===== src/rtl/cpi_pattern_tx.sv =====
// cpi_pattern_tx: camera (CPI) pattern source.
// It generates a pixel clock, vsync, hsync and an 8-bit test pattern so that
// the on-chip camera receiver can be exercised without a real sensor.
// All frame outputs change on the system-clock edge where pclk falls. They
// stay stable across the following pclk rising edge, where the receiver samples.
module cpi_pattern_tx #(
    parameter int unsigned CLK_DIV     = 4,
    parameter int unsigned VSYNC_TICKS = 4,
    parameter int unsigned VBP_TICKS   = 2
) (
    input  logic        clk_i,
    input  logic        rst_ni,
    input  logic        en_i,
    input  logic [15:0] cfg_width_i,
    input  logic [15:0] cfg_height_i,
    input  logic [7:0]  cfg_hblank_i,
    input  logic [1:0]  cfg_pattern_i,
    output logic        cam_pclk_o,
    output logic        cam_vsync_o,
    output logic        cam_hsync_o,
    output logic [7:0]  cam_data_o,
    output logic        busy_o,
    output logic        frame_done_o,
    output logic [15:0] frame_cnt_o
);

    localparam int unsigned    DIV_W    = $clog2(CLK_DIV);
    localparam logic [DIV_W-1:0] DIV_LAST = DIV_W'(CLK_DIV - 1);
    localparam logic [DIV_W-1:0] DIV_HALF = DIV_W'(CLK_DIV / 2);
    localparam logic [15:0]      VS_LAST  = 16'(VSYNC_TICKS - 1);
    localparam logic [15:0]      VBP_LAST = 16'(VBP_TICKS - 1);

    // The end-of-frame step takes no time, so it has no state of its own.
    // It is carried out on the exit edge of the last HBLANK.
    typedef enum logic [2:0] {
        S_IDLE,
        S_VSYNC,
        S_VBP,
        S_LINE,
        S_HBLANK
    } state_t;

    state_t           state;
    logic [DIV_W-1:0] div_cnt;
    logic [DIV_W-1:0] div_next;
    logic             tick;
    logic [15:0]      cnt;
    logic [15:0]      col;
    logic [15:0]      row;
    logic [15:0]      w_q;
    logic [15:0]      h_q;
    logic [7:0]       hb_q;
    logic [1:0]       pat_q;
    logic [15:0]      w_eff;
    logic [15:0]      h_eff;
    logic [7:0]       hb_eff;

    // Pixel byte for a given pattern, column, row and frame count.
    function automatic logic [7:0] pixel(input logic [1:0]  pat,
                                         input logic [15:0] c,
                                         input logic [15:0] r,
                                         input logic [15:0] fcnt);
        logic [7:0] p;
        case (pat)
            2'd0:    p = c[7:0];
            2'd1:    p = r[7:0];
            2'd2:    p = (c[3] ^ r[3]) ? 8'hFF : 8'h00;
            default: p = c[7:0] + fcnt[7:0];
        endcase
        return p;
    endfunction

    // Divider next value, the tick strobe, and zero-size configuration mapped to 1.
    always_comb begin
        tick     = (div_cnt == DIV_LAST);
        div_next = tick ? '0 : div_cnt + 1'b1;
        w_eff    = (cfg_width_i  == '0) ? 16'd1 : cfg_width_i;
        h_eff    = (cfg_height_i == '0) ? 16'd1 : cfg_height_i;
        hb_eff   = (cfg_hblank_i == '0) ? 8'd1  : cfg_hblank_i;
    end

    // Free-running pixel-clock divider. pclk is low for the first half of each period.
    always_ff @(posedge clk_i or negedge rst_ni) begin
        if (!rst_ni) begin
            div_cnt    <= '0;
            cam_pclk_o <= 1'b0;
        end else begin
            div_cnt    <= div_next;
            cam_pclk_o <= (div_next >= DIV_HALF);
        end
    end

    // Frame sequencer with registered sync, data and status outputs. It advances only on ticks.
    always_ff @(posedge clk_i or negedge rst_ni) begin
        if (!rst_ni) begin
            state        <= S_IDLE;
            cnt          <= '0;
            col          <= '0;
            row          <= '0;
            w_q          <= '0;
            h_q          <= '0;
            hb_q         <= '0;
            pat_q        <= '0;
            cam_vsync_o  <= 1'b0;
            cam_hsync_o  <= 1'b0;
            cam_data_o   <= '0;
            busy_o       <= 1'b0;
            frame_done_o <= 1'b0;
            frame_cnt_o  <= '0;
        end else begin
            frame_done_o <= 1'b0;
            if (tick) begin
                case (state)
                    S_IDLE: begin
                        if (en_i) begin
                            state       <= S_VSYNC;
                            cnt         <= '0;
                            cam_vsync_o <= 1'b1;
                            busy_o      <= 1'b1;
                            w_q         <= w_eff;
                            h_q         <= h_eff;
                            hb_q        <= hb_eff;
                            pat_q       <= cfg_pattern_i;
                        end
                    end
                    S_VSYNC: begin
                        if (cnt == VS_LAST) begin
                            cnt         <= '0;
                            cam_vsync_o <= 1'b0;
                            if (VBP_TICKS == 0) begin
                                state       <= S_LINE;
                                col         <= '0;
                                row         <= '0;
                                cam_hsync_o <= 1'b1;
                                cam_data_o  <= pixel(pat_q, 16'd0, 16'd0, frame_cnt_o);
                            end else begin
                                state <= S_VBP;
                            end
                        end else begin
                            cnt <= cnt + 16'd1;
                        end
                    end
                    S_VBP: begin
                        if (cnt == VBP_LAST) begin
                            state       <= S_LINE;
                            cnt         <= '0;
                            col         <= '0;
                            row         <= '0;
                            cam_hsync_o <= 1'b1;
                            cam_data_o  <= pixel(pat_q, 16'd0, 16'd0, frame_cnt_o);
                        end else begin
                            cnt <= cnt + 16'd1;
                        end
                    end
                    S_LINE: begin
                        if (col == w_q - 16'd1) begin
                            state       <= S_HBLANK;
                            cnt         <= '0;
                            cam_hsync_o <= 1'b0;
                            cam_data_o  <= '0;
                        end else begin
                            col        <= col + 16'd1;
                            cam_data_o <= pixel(pat_q, col + 16'd1, row, frame_cnt_o);
                        end
                    end
                    S_HBLANK: begin
                        if (cnt == {8'h00, hb_q - 8'd1}) begin
                            cnt <= '0;
                            if (row != h_q - 16'd1) begin
                                state       <= S_LINE;
                                col         <= '0;
                                row         <= row + 16'd1;
                                cam_hsync_o <= 1'b1;
                                cam_data_o  <= pixel(pat_q, 16'd0, row + 16'd1, frame_cnt_o);
                            end else begin
                                frame_done_o <= 1'b1;
                                frame_cnt_o  <= frame_cnt_o + 16'd1;
                                if (en_i) begin
                                    state       <= S_VSYNC;
                                    cam_vsync_o <= 1'b1;
                                    w_q         <= w_eff;
                                    h_q         <= h_eff;
                                    hb_q        <= hb_eff;
                                    pat_q       <= cfg_pattern_i;
                                end else begin
                                    state  <= S_IDLE;
                                    busy_o <= 1'b0;
                                end
                            end
                        end else begin
                            cnt <= cnt + 16'd1;
                        end
                    end
                    default: begin
                        state       <= S_IDLE;
                        cam_vsync_o <= 1'b0;
                        cam_hsync_o <= 1'b0;
                        cam_data_o  <= '0;
                        busy_o      <= 1'b0;
                    end
                endcase
            end
        end
    end

endmodule


===== config.mk =====
export PLATFORM = sky130hd
export DESIGN_NAME = cpi_pattern_tx
export DESIGN_NICKNAME = d
export VERILOG_FILES = /design/src/rtl/cpi_pattern_tx.sv
export SDC_FILE = /design/constraint.sdc
export NUM_CORES = 1
export LEC_CHECK = 0
export ABC_AREA = 1
export CELL_PAD_IN_SITES_DETAIL_PLACEMENT = 1
export CELL_PAD_IN_SITES_GLOBAL_PLACEMENT = 2
export CORE_ASPECT_RATIO = 1.75
export CORE_MARGIN = 2
export CORE_UTILIZATION = 36
export DETAILED_ROUTE_END_ITERATION = 7
export PLACE_DENSITY = 0.92
export SETUP_SLACK_MARGIN = 0.2
export SLEW_MARGIN = 20
export SYNTH_ARGS = -nofsm -noshare
export SYNTH_HDL_FRONTEND = slang
export SYNTH_SLANG_ARGS = --single-unit
export TNS_END_PERCENT = 50

===== constraint.sdc =====
create_clock -name clk_i -period 3.98 [get_ports clk_i]
set_input_delay 1.194 -clock clk_i [delete_from_list [all_inputs] [get_ports clk_i]]
set_output_delay 1.194 -clock clk_i [all_outputs]
set_load 0.01 [all_outputs]

==> out/results.ini <==
[run_status]
status=completed

[floorplanning]
die_y_um=217
core_area_mm2=0.0253
pin_count=74
rows=77
start_util_pct=36.7
die_area_mm2=0.0272
die_x_um=125

[layout]
layout.area.seq_mm2=0.00308
multi_input_area_mm2=0.00544
fin_nets=1488
n_antenna_cell=0
fin_util_pct=42.7
fill_cells=3270
mostFrequentLayoutCell=nand2_1
area_growth_syn_to_layout_pct=16.3
drive_gt1_share_pct=7.80
design_area_mm2=0.0108
final_cell_mix=nand2_1 (438), nand3_1 (135), inv_1 (131), dfrtp_1 (123), nor2_1 (114)

[clocking]
htree_levels=4
root_buffer=clkbuf_16
ctsResizeCount=0
cts_setup_buffers=0
clkTransAtPathRegs_ns=0.06
clk_latency_ns=0.44
cts_buffers=17
tritoncts=done
postCtsHoldBufs=0
cts_sinks=123
clockBufferDepth=2

[yosys]
postSynthRegisterBits=123
yosysSeqAreaShare_pct=33.1
synthFlopType=dfrtp_1
synth_cell_types=47
synth_edf_count=0
synthCells=1361
synthesis.nets=1423
syn_area_mm2=0.00930
synth_top_family_by_area=simple AND/OR/NAND/NOR gates
synth_mux_area_share_pct=0
async_reset_ff_share_pct=100
avgSynthCellArea_um2=6.83
synth_compound_area_share_pct=7.97
synth_fa_ha_area_share_pct=2.37
yosysWarnings=0
synthXorXnorAreaFrac_pct=8.20
yosys.area_share.simple_pct=40.0

[global_route]
grt_max_degree=52
antenna_found_initial=0
grt_pass1_wl_um=51100
overflow=0
grt_pass1_vias=10056
groute.usage.overall_pct=23.8

[placement]
numPortBuffers=73
dp_hpwl_um=24700
routabilityCongestion=0.880
placed_area_mm2=0.0103

[pwr]
power_mw=5.64
leakagePower_nw=5.02
pwr-share-seq_pct=33.4
power_frac_clock_pct=25.4
combPwrFrac_pct=41.2
netSwitchingPower_mw=2.45
ir_drop_mv=0.307
internal_power_mw=3.18
cellPowerDensity_mw_per_mm2=522
switching_share_pct=43.5

[sta]
finalCritPeriodShare_pct=75.2
worst_pin_slew_ns=0.663
setup_viol=0
fin_skew_ns=0.00894
fin_setup_tns_ns=0
rsz0062_at_grt=false
max_freq_ghz=0.334
hold_viol=0
holdWs_ns=0.433
min_period_ns=2.99
finalMaxSlewViolations=0
max-slew-margin-rel_pct=55.8

[hold_path]
min_path_type=reg -> reg

[worst_setup_path]
critPathLaunchType=flip-flop
cp.buffers_inverters=3
path_class=reg -> reg
end_kind=flip-flop
path_delay_family=simple AND/OR/NAND/NOR gates
slowest_delay_ns=0.44
critPathArrivalTime_ns=3.36
crit_path_cell_trace=ha_1, nand2_1, nor2_1, nand3_1, inv_1, nand2_1, nand2_1, inv_1, ha_1, nand2_1, inv_1, nand3_1, nand3_1, nand3_1, nand2_1, nor2_1, nor2_1, nand3_1, nand2_1, nand3_1, nand2_1
cp_slowest_cell=dfrtp_1
path_max_fanout=6
cp_common_cell=nand2_1
critPathRequiredTime_ns=4.35

[routing]
first_pass_iters=4
drtAntennaViolNets=0
wl_per_cell_um=18.0
num_vias=9218
viasPerCell=5.26
drc=0
drt_wl_total_um=31600
drt_iter0_markers=404

[run]
cap_violations=0

worst paths after layout:
path / from / endpoint / slack [ns] / cells after the start
max: col[1]$_DFFE_PN0P_ / cam_data_o[7]$_DFFE_PN0P_ / 0.99 / 21
min: div_cnt[0]$_DFF_PN0_ / div_cnt[0]$_DFF_PN0_ / 0.43 / 1
max reg2reg: col[1]$_DFFE_PN0P_ / cam_data_o[7]$_DFFE_PN0P_ / 0.99 / 21
min reg2reg: div_cnt[0]$_DFF_PN0_ / div_cnt[0]$_DFF_PN0_ / 0.43 / 1
max in group asynchronous: rst_ni / w_q[13]$_DFFE_PN0P_ / 2.47 / 2
min in group asynchronous: rst_ni / frame_cnt_o[8]$_DFFE_PN0P_ / 0.77 / 1
through the flow:
step,setup slack [ns],instances
final,0.987,1752
after floorplan,1.72,1361
after detailed placement,0.942,1723
after global routing,0.633,1752
after CTS,1.00,1752
after global placement,0.978,1723
cells by family (layout without fill, tap and decap cells):
kind of cell,Yosys count,after routing
AOI/OAI and AO/OA,128,128
buffers and inverters,181,256
and+or+nand+nor,825,825
xor gates and xnor gates,87,87
adders and majority gates,17,17
DFF,123,123
synthesized netlist by cell type (20+ instances only):
cell type	n	area, um^2
inv_1	131	492
nor3_1	20	100
nand2_2	21	131
o21ai_0	44	220
nand2_1	438	1640
xnor2_1	32	280
nor4_1	20	125
nand3_1	135	676
o21ai_1	39	195
nor2_1	114	428
dfrtp_1	123	3080
xor2_1	55	482
layout make-up:
class | count | area share, %
Clock inverter | 2 | 0.0926
Multi-Input combinational cell | 1057 | 50.4
Sequential cell | 123 | 28.5
Inverter | 144 | 5.00
Timing Repair Buffer | 83 | 7.66
Clock buffer | 27 | 4.75
Tap cell | 316 | 3.66
worst reg2reg max path, cell delays in order, from the launching register on:
cell and delay [ns]:
dfrtp_1 0.44, ha_1 0.22, nand2_1 0.07, nor2_1 0.26, nand3_1 0.16, inv_1 0.11, nand2_1 0.10, nand2_1 0.10
inv_1 0.11, ha_1 0.34, nand2_1 0.06, inv_1 0.08, nand3_1 0.09, nand3_1 0.11, nand3_1 0.08, nand2_1 0.06
nor2_1 0.05, nor2_1 0.09, nand3_1 0.07, nand2_1 0.09, nand3_1 0.11, nand2_1 0.11
power groups by stage:
stage | registers, mW | logic [mW] | clock network [mW]
floorplan | 1.77 | 1.66 | 0
global placement | 1.89 | 2.27 | 0
detailed placement | 1.90 | 2.33 | 0
CTS | 1.89 | 2.35 | 1.47
global route | 1.93 | 2.65 | 1.51
finish | 1.89 | 2.32 | 1.43
per-layer routing:
layer | track usage (%) | routed length (um)
met4 | 13.4 | 1540
met5 | 0 | 0
met2 | 47.3 | 18100
met1 | 22.7 | 11100
met3 | 3.46 | 838
sequential cells by signal, summed over array words and instances (netlist names), 8 cells and up:
| register | cells |
|---|---|
| h_q | 16 |
| hb_q | 8 |
| row | 16 |
| cam_data_o | 8 |
| w_q | 16 |
| col | 16 |
| cnt | 16 |
| frame_cnt_o | 16 |
Power figures use the tool's default switching activity.
